### config.mk
export PLATFORM = sky130hd
export DESIGN_NAME = clk_div_multi
export DESIGN_NICKNAME = d
export VERILOG_FILES = /design/src/rtl/clk_div_pkg.sv /design/src/rtl/clk_div_channel.sv /design/src/rtl/clk_div_multi.sv
export SDC_FILE = /design/constraint.sdc
export NUM_CORES = 1
export LEC_CHECK = 0
export ABC_AREA = 1
export CORE_AREA = 2 2 82 84
export DETAILED_ROUTE_END_ITERATION = 7
export DIE_AREA = 0 0 84 86
export GPL_TIMING_DRIVEN = 0
export PLACE_DENSITY = 0.62
export SYNTH_ARGS = -nofsm -noshare
export SYNTH_HDL_FRONTEND = slang
export SYNTH_HIERARCHICAL = 1
export SYNTH_SLANG_ARGS = --single-unit
### constraint.sdc
create_clock -name clk_in -period 2.05 [get_ports clk_in]
set_clock_uncertainty 0.2 [all_clocks]
set_input_delay 0.41 -clock clk_in [delete_from_list [all_inputs] [get_ports clk_in]]
set_output_delay 0.41 -clock clk_in [all_outputs]
set_load 0.005 [all_outputs]
### src/rtl/clk_div_pkg.sv
// Shared constants for the multi-channel clock divider: mode encoding and default width.
package clk_div_pkg;

    localparam int DEFAULT_WIDTH = 8;

    localparam logic MODE_TOGGLE = 1'b0;
    localparam logic MODE_PULSE  = 1'b1;

endpackage

### src/rtl/clk_div_channel.sv
// One divider channel: counter, active scale/mode, registered output.
// Optional tick output is present when CLK_DIV_MULTI_TICK_EN is defined.
module clk_div_channel
    import clk_div_pkg::*;
#(
    parameter int WIDTH = DEFAULT_WIDTH
) (
    input  logic             clk_in,
    input  logic             nrst,
    input  logic [WIDTH-1:0] scale,
    input  logic             mode,
    input  logic             enable,
    input  logic             sync,
    output logic             clk_out
`ifdef CLK_DIV_MULTI_TICK_EN
    ,
    output logic             tick
`endif
);

    localparam logic [WIDTH-1:0] ONE = WIDTH'(1);

    logic [WIDTH-1:0] count_reg, count_next;
    logic [WIDTH-1:0] scale_reg, scale_next;
    logic             mode_reg, mode_next;
    logic             run_reg, run_next;
    logic             out_reg, out_next;

    logic restart;
    logic terminal;
    logic boundary;
    logic scale_zero;

    // Idle, disabled or sync all collapse to the same restart: phase zero, output low.
    assign restart    = !enable || sync || !run_reg;
    assign terminal   = (count_reg == scale_reg - ONE);
    assign boundary   = terminal && ((mode_reg == MODE_PULSE) || out_reg);
    assign scale_zero = (scale == '0);

    always_comb begin
        count_next = count_reg;
        scale_next = scale_reg;
        mode_next  = mode_reg;
        run_next   = run_reg;
        out_next   = out_reg;
        if (restart) begin
            count_next = '0;
            out_next   = 1'b0;
            scale_next = scale;
            mode_next  = mode;
            run_next   = enable && !scale_zero;
        end else if (terminal) begin
            count_next = '0;
            if (boundary) begin
                // A pulse is only emitted if the next period is also pulse mode and non-idle,
                // so a switch to toggle always begins with a clean low phase.
                out_next   = (mode_reg == MODE_PULSE) && (mode == MODE_PULSE) && !scale_zero;
                scale_next = scale;
                mode_next  = mode;
                run_next   = !scale_zero;
            end else begin
                out_next = 1'b1;
            end
        end else begin
            count_next = count_reg + ONE;
            if (mode_reg == MODE_PULSE) begin
                out_next = 1'b0;
            end
        end
    end

    always_ff @(posedge clk_in or negedge nrst) begin
        if (!nrst) begin
            count_reg <= '0;
            scale_reg <= '0;
            mode_reg  <= MODE_TOGGLE;
            run_reg   <= 1'b0;
            out_reg   <= 1'b0;
        end else begin
            count_reg <= count_next;
            scale_reg <= scale_next;
            mode_reg  <= mode_next;
            run_reg   <= run_next;
            out_reg   <= out_next;
        end
    end

    assign clk_out = out_reg;

`ifdef CLK_DIV_MULTI_TICK_EN
    logic tick_reg;

    always_ff @(posedge clk_in or negedge nrst) begin
        if (!nrst) begin
            tick_reg <= 1'b0;
        end else begin
            tick_reg <= !restart && terminal && !(boundary && scale_zero);
        end
    end

    assign tick = tick_reg;
`endif

endmodule

### src/rtl/clk_div_multi.sv
// CHANNELS independent clock dividers sharing one clock and one sync strobe.
// Define CLK_DIV_MULTI_TICK_EN to add a per-channel terminal-count tick output.
module clk_div_multi
    import clk_div_pkg::*;
#(
    parameter int WIDTH    = DEFAULT_WIDTH,
    parameter int CHANNELS = 2
) (
    input  logic                      clk_in,
    input  logic                      nrst,
    input  logic [CHANNELS*WIDTH-1:0] scale,
    input  logic [CHANNELS-1:0]       mode,
    input  logic [CHANNELS-1:0]       enable,
    input  logic                      sync,
    output logic [CHANNELS-1:0]       clk_out
`ifdef CLK_DIV_MULTI_TICK_EN
    ,
    output logic [CHANNELS-1:0]       tick
`endif
);

    genvar gi;
    generate
        for (gi = 0; gi < CHANNELS; gi++) begin : g_channel
            clk_div_channel #(
                .WIDTH(WIDTH)
            ) u_channel (
                .clk_in (clk_in),
                .nrst   (nrst),
                .scale  (scale[gi*WIDTH +: WIDTH]),
                .mode   (mode[gi]),
                .enable (enable[gi]),
                .sync   (sync),
                .clk_out(clk_out[gi])
`ifdef CLK_DIV_MULTI_TICK_EN
                ,
                .tick   (tick[gi])
`endif
            );
        end
    endgenerate

endmodule
Yosys cells after proc, flatten, opt, wreduce, memory -nomap -nowiden --
Index checks and enable logic that the tools add are counted.
Word-level totals: bits in registers 38, logic and storage cells 76, bits of input ports 23, output and inout bits 2
Operators by class: reductions and logical operators 30, mux-type cells 30, equal/unequal tests 2, add/subtract/negate cells 4
Operators with widths (count):
- 8-bit 2-to-1 mux | 10
- 1-bit 2-to-1 mux | 20
- 8-bit by 1-bit adder with 8-bit output, second input constant | 2
- 8-bit equality test | 2
- 8-bit zero test | 2
- 8-bit by 1-bit subtractor with 8-bit output, second input constant | 2
- 1-bit logical AND | 8
- 2-bit nonzero test | 4
- 1-bit zero test | 6
- 1-bit logical OR | 6
- 3-bit nonzero test | 2
- 2-bit AND reduction | 2

Logic depth before layout (Yosys ltp) --
depth in word-level cells 6, mapped depth 13, depth with buffers taken out 13

By module --
Netlist, hierarchy kept.
By module, submodules not included:
- clk_div_channel | cells each 169, area each 1177.4 sq um, times used 2

Worst setup path after synthesis --
OpenSTA, ideal clock, no wires.
path kind register to register, start point register g_channel[0].u_channel.scale_reg[0], end point register g_channel[0].u_channel.run_reg, arrival time 1.564 ns, clock period less this slack 1.887 ns, library setup time 0.123 ns, slack 0.163 ns, cell stages (with the launch flop) 13, data required time 1.727 ns, cells stage by stage dfrtp_1 -> inv_2 -> ha_1 -> nand2_1 -> inv_1 -> nor2_1 -> nand2_1 -> nor2_1 -> nand3_1 -> nor2_2 -> nand3_4 -> nand2_4 -> o21ai_1
Between the ends: cells in the longest elaborated chain, start to end 5, elaborated cells on any way between the ends 6, those cells by class add/sub: 1; eq/ne: 1; reduce/logical: 4
RTL lines:
- start: declaration | line clk_div_channel.sv:24 | logic [WIDTH-1:0] scale_reg, scale_next;
- start signal: assignment | line clk_div_channel.sv:81 | scale_reg <= scale_next;
- 8-bit by 1-bit subtractor with 8-bit output * | line clk_div_channel.sv:36 | assign terminal = (count_reg == scale_reg - ONE);
- 8-bit equality test * | line clk_div_channel.sv:36
- 1-bit logical AND | line clk_div_channel.sv:37 | assign boundary = terminal && ((mode_reg == MODE_PULSE) || out_reg);
- 2-bit nonzero test (no source line)
- 2-bit AND reduction (no source line) *
- end signal: assignment | line clk_div_channel.sv:83 | run_reg <= run_next;
- end: declaration | line clk_div_channel.sv:26 | logic run_reg, run_next;
Every way passes the cells marked *; elsewhere a longest branch is shown, timed or not. A chain may end at the register's enable or synchronous reset.

Worst setup path in the final report --
start point register g_channel[1].u_channel.scale_reg[0], end point register g_channel[1].u_channel.scale_reg[3]
Between the ends: cells in the longest elaborated chain, start to end 5, elaborated cells on any way between the ends 6, those cells by class add/sub: 1; eq/ne: 1; reduce/logical: 4
RTL lines (line):
- start: declaration | clk_div_channel.sv:24
- start signal: assignment | clk_div_channel.sv:81
- 8-bit by 1-bit subtractor with 8-bit output * | clk_div_channel.sv:36
- 8-bit equality test * | clk_div_channel.sv:36
- 1-bit logical AND | clk_div_channel.sv:37
- 2-bit nonzero test (no source line)
- 2-bit AND reduction (no source line) *
Marked as above.

==> impl_metrics.py <==
metrics = {
    "status": {
        "outcome": "complete, no violations",
    },
    "drt": {
        "drtIter0Drc": 137,
        "wl_per_cell_um": 11.53,
        "firstDrtPassIters": 5,
        "drtAntennaViolNets": 0,
        "route.final.wire_length_um": 5302,
        "viasPerCell": 4.748,
        "via_count": 2184,
        "drcViolationCount": 0,
    },
    "setup_path": {
        "cp.arrival_ns": 2.02,
        "worstSetupStartpointType": "flip-flop",
        "crit_fanout": 5,
        "critPathKind": "flip-flop to flip-flop",
        "cp-end-kind": "flip-flop",
        "worstPathRequired_ns": 2.08,
    },
    "clocking": {
        "cts.sinks": 38,
        "clk_latency_ns": 0.29,
        "cts_tree": "yes",
        "clk_pin_slew_ns": 0.08,
        "cts_made_buffers": 5,
        "cts-root-buf": "clkbuf_8",
        "cts.htree.levels": 2,
        "postCtsHoldBufs": 0,
        "clockBufferDepth": 2,
    },
    "global_routing": {
        "grt_max_degree": 39,
        "grt_overflow_total": 0,
        "grt_pass1_vias": 2030,
        "antenna_found_initial": 0,
        "grt.total_usage": 0.1576,
        "grt_pass1_wl_um": 9211,
    },
    "run": {
        "drv_cap": 0,
    },
    "synthesis": {
        "ys_types": 21,
        "synthesis.area_um2": 2355,
        "syn_inst": 338,
        "syn_nets": 365,
        "postSynthAreaPerCell_um2": 6.967,
        "yosys_warnings": 6,
        "seq_area_frac_synth": 0.4038,
        "synth_seq_cells": 38,
    },
    "sta": {
        "timing.slew.headroom": 0.4175,
        "rsz0062_at_grt": "yes",
        "fmax_mhz": 502.6,
        "setup_viol": 0,
        "finalCriticalPeriod_ns": 1.990,
        "drv_slew": 0,
        "hold_viol": 0,
        "min_period_over_period": 0.9706,
        "worstMarginPinSlew_ns": 0.8737,
        "finalSetupTns_ns": 0,
        "finalHoldWorstSlack_ns": 0.02689,
    },
    "die": {
        "die_height_um": 86,
        "start_util": 0.3751,
        "die_x_um": 84,
        "design.die.area_um2": 7224,
        "ios": 25,
        "num_rows": 29,
        "design.core.area_um2": 6277,
    },
    "power_and_ir_drop": {
        "p_leak_nw": 1.389,
        "ir_worst_vdd_v": 0.0004612,
        "power_density_nw_per_um2": 570.4,
    },
    "cells_and_area": {
        "fin_nets": 409,
        "final_cell_mix": "nand2_1, nor2_1, dfrtp_1",
        "fillCellCount": 627,
        "regArea_um2": 950.9,
        "final_common_cell": "nand2_1",
        "drive_gt1_frac": 0.1932,
        "antenna_cells": 0,
        "multi_input_comb_area_um2": 1426,
        "stdcell_count": 460,
        "finalInstanceArea_um2": 3004,
        "syn2layout_area_growth_pct": 27.58,
    },
    "placement": {
        "hpwlAfterDp_um": 3743,
        "place_congestion": 0.8459,
        "dp_cells": 439,
        "port_buffers": 24,
        "placed_cell_area_um2": 2686,
    },
    "worst_hold_path": {
        "min_path_type": "input port to async pin",
    },
}
## cell type report
cell class              count  share of cell area
flip-flops and latches     38              0.3165
repair buffers             33              0.1008
clock buffers               7             0.02874
multi-input cells         268              0.4748
plain buffers               2            0.002915
inverters                  34             0.04248
clock inverters             1            0.001666
well taps                  77             0.03207
## per-stage QoR
stage / util / total power, mW / worst slack [ns]
final: 0.4786 / 1.714 / 0.06017
after global routing: 0.4786 / 1.813 / -0.1149
after CTS: 0.4596 / 1.694 / 0.003313
after detailed placement: 0.4279 / 1.119 / -0.08048
after global placement: 0.4287 / 1.117 / -0.6045
after floorplan: - / 1.014 / 0.1630
## Yosys cell counts
cell / count / area share
nand4_1: 4 / 0.011
xor2_1: 8 / 0.030
inv_1: 30 / 0.048
nand3_4: 2 / 0.015
nor2_2: 4 / 0.011
o21ai_0: 6 / 0.013
xnor2_1: 6 / 0.022
dfrtp_1: 38 / 0.40
nor2_1: 54 / 0.086
nand2_4: 2 / 0.0096
buf_1: 2 / 0.0032
nand2_2: 6 / 0.016
nand2b_1: 2 / 0.0053
nor2_4: 2 / 0.0096
o21ai_1: 6 / 0.013
inv_2: 4 / 0.0064
ha_1: 4 / 0.021
or2_2: 2 / 0.0053
nand3_1: 36 / 0.077
nand2_1: 112 / 0.18
nor3_1: 8 / 0.017
## path summary, 6_finish.rpt
path,startpoint,to,slack [ns],cells past startpoint
worst max-delay path,g_channel[1].u_channel/scale_reg[0]$_DFFE_PN0P_,g_channel[1].u_channel/scale_reg[3]$_DFFE_PN0P_,0.06,13
worst min-delay path,nrst,g_channel[0].u_channel/mode_reg$_DFFE_PN0P_,0.03,1
worst max register to register,g_channel[1].u_channel/scale_reg[0]$_DFFE_PN0P_,g_channel[1].u_channel/scale_reg[3]$_DFFE_PN0P_,0.06,13
worst min register to register,g_channel[1].u_channel/count_reg[0]$_DFF_PN0_,g_channel[1].u_channel/count_reg[0]$_DFF_PN0_,0.34,1
max in group asynchronous,nrst,g_channel[1].u_channel/scale_reg[0]$_DFFE_PN0P_,1.08,1
min in group clk_in,g_channel[1].u_channel/count_reg[0]$_DFF_PN0_,g_channel[1].u_channel/count_reg[0]$_DFF_PN0_,0.34,1
## kinds of logic after synthesis
logic type / count (synthesis) / share of synthesized area
AOI/OAI and AO/OA: 12 / 0.02551
and+or+nand+nor: 234 / 0.4399
xor gates and xnor gates: 14 / 0.05207
buffers and inverters: 36 / 0.05739
DFF: 38 / 0.4038
adders and majority gates: 4 / 0.02125
## worst max-delay path: stages (launching register included)
cell	delay (ns)
dfrtp_1	0.40
inv_2	0.08
ha_4	0.20
nand2_2	0.06
inv_2	0.03
nor2_2	0.08
nand2_1	0.06
nor2_1	0.08
nand3_1	0.13
nor2_4	0.20
nand3_4	0.15
nand2_4	0.14
nand2_1	0.06
nand2_1	0.06
## layer usage
| metal | track usage | part of all wire | routed length, µm |
|---|---|---|---|
| met1 | 0.2167 | 0.49 | 2617 |
| met2 | 0.2509 | 0.46 | 2422 |
| met3 | 0.02695 | 0.033 | 173 |
| met4 | 0.05718 | 0.017 | 89 |
| met5 | 0 | 0 | 0 |
## power by group
part / switching, mW / total [mW] / internal (mW)
logic: 0.194 / 0.345 / 0.151
registers: 0.0403 / 0.823 / 0.783
clock network: 0.274 / 0.546 / 0.272
total: 0.509 / 1.71 / 1.21
## repair_timing
action                                  in CTS  in global routing
cloned                                       4                  0
hold endpoints to repair                     0                  0
resized for setup                            7                 31
setup buffers                                6                  3
pin swaps                                    6                 19
endpoints found under the setup margin      36                 38
Power figures use the tool's default switching activity.
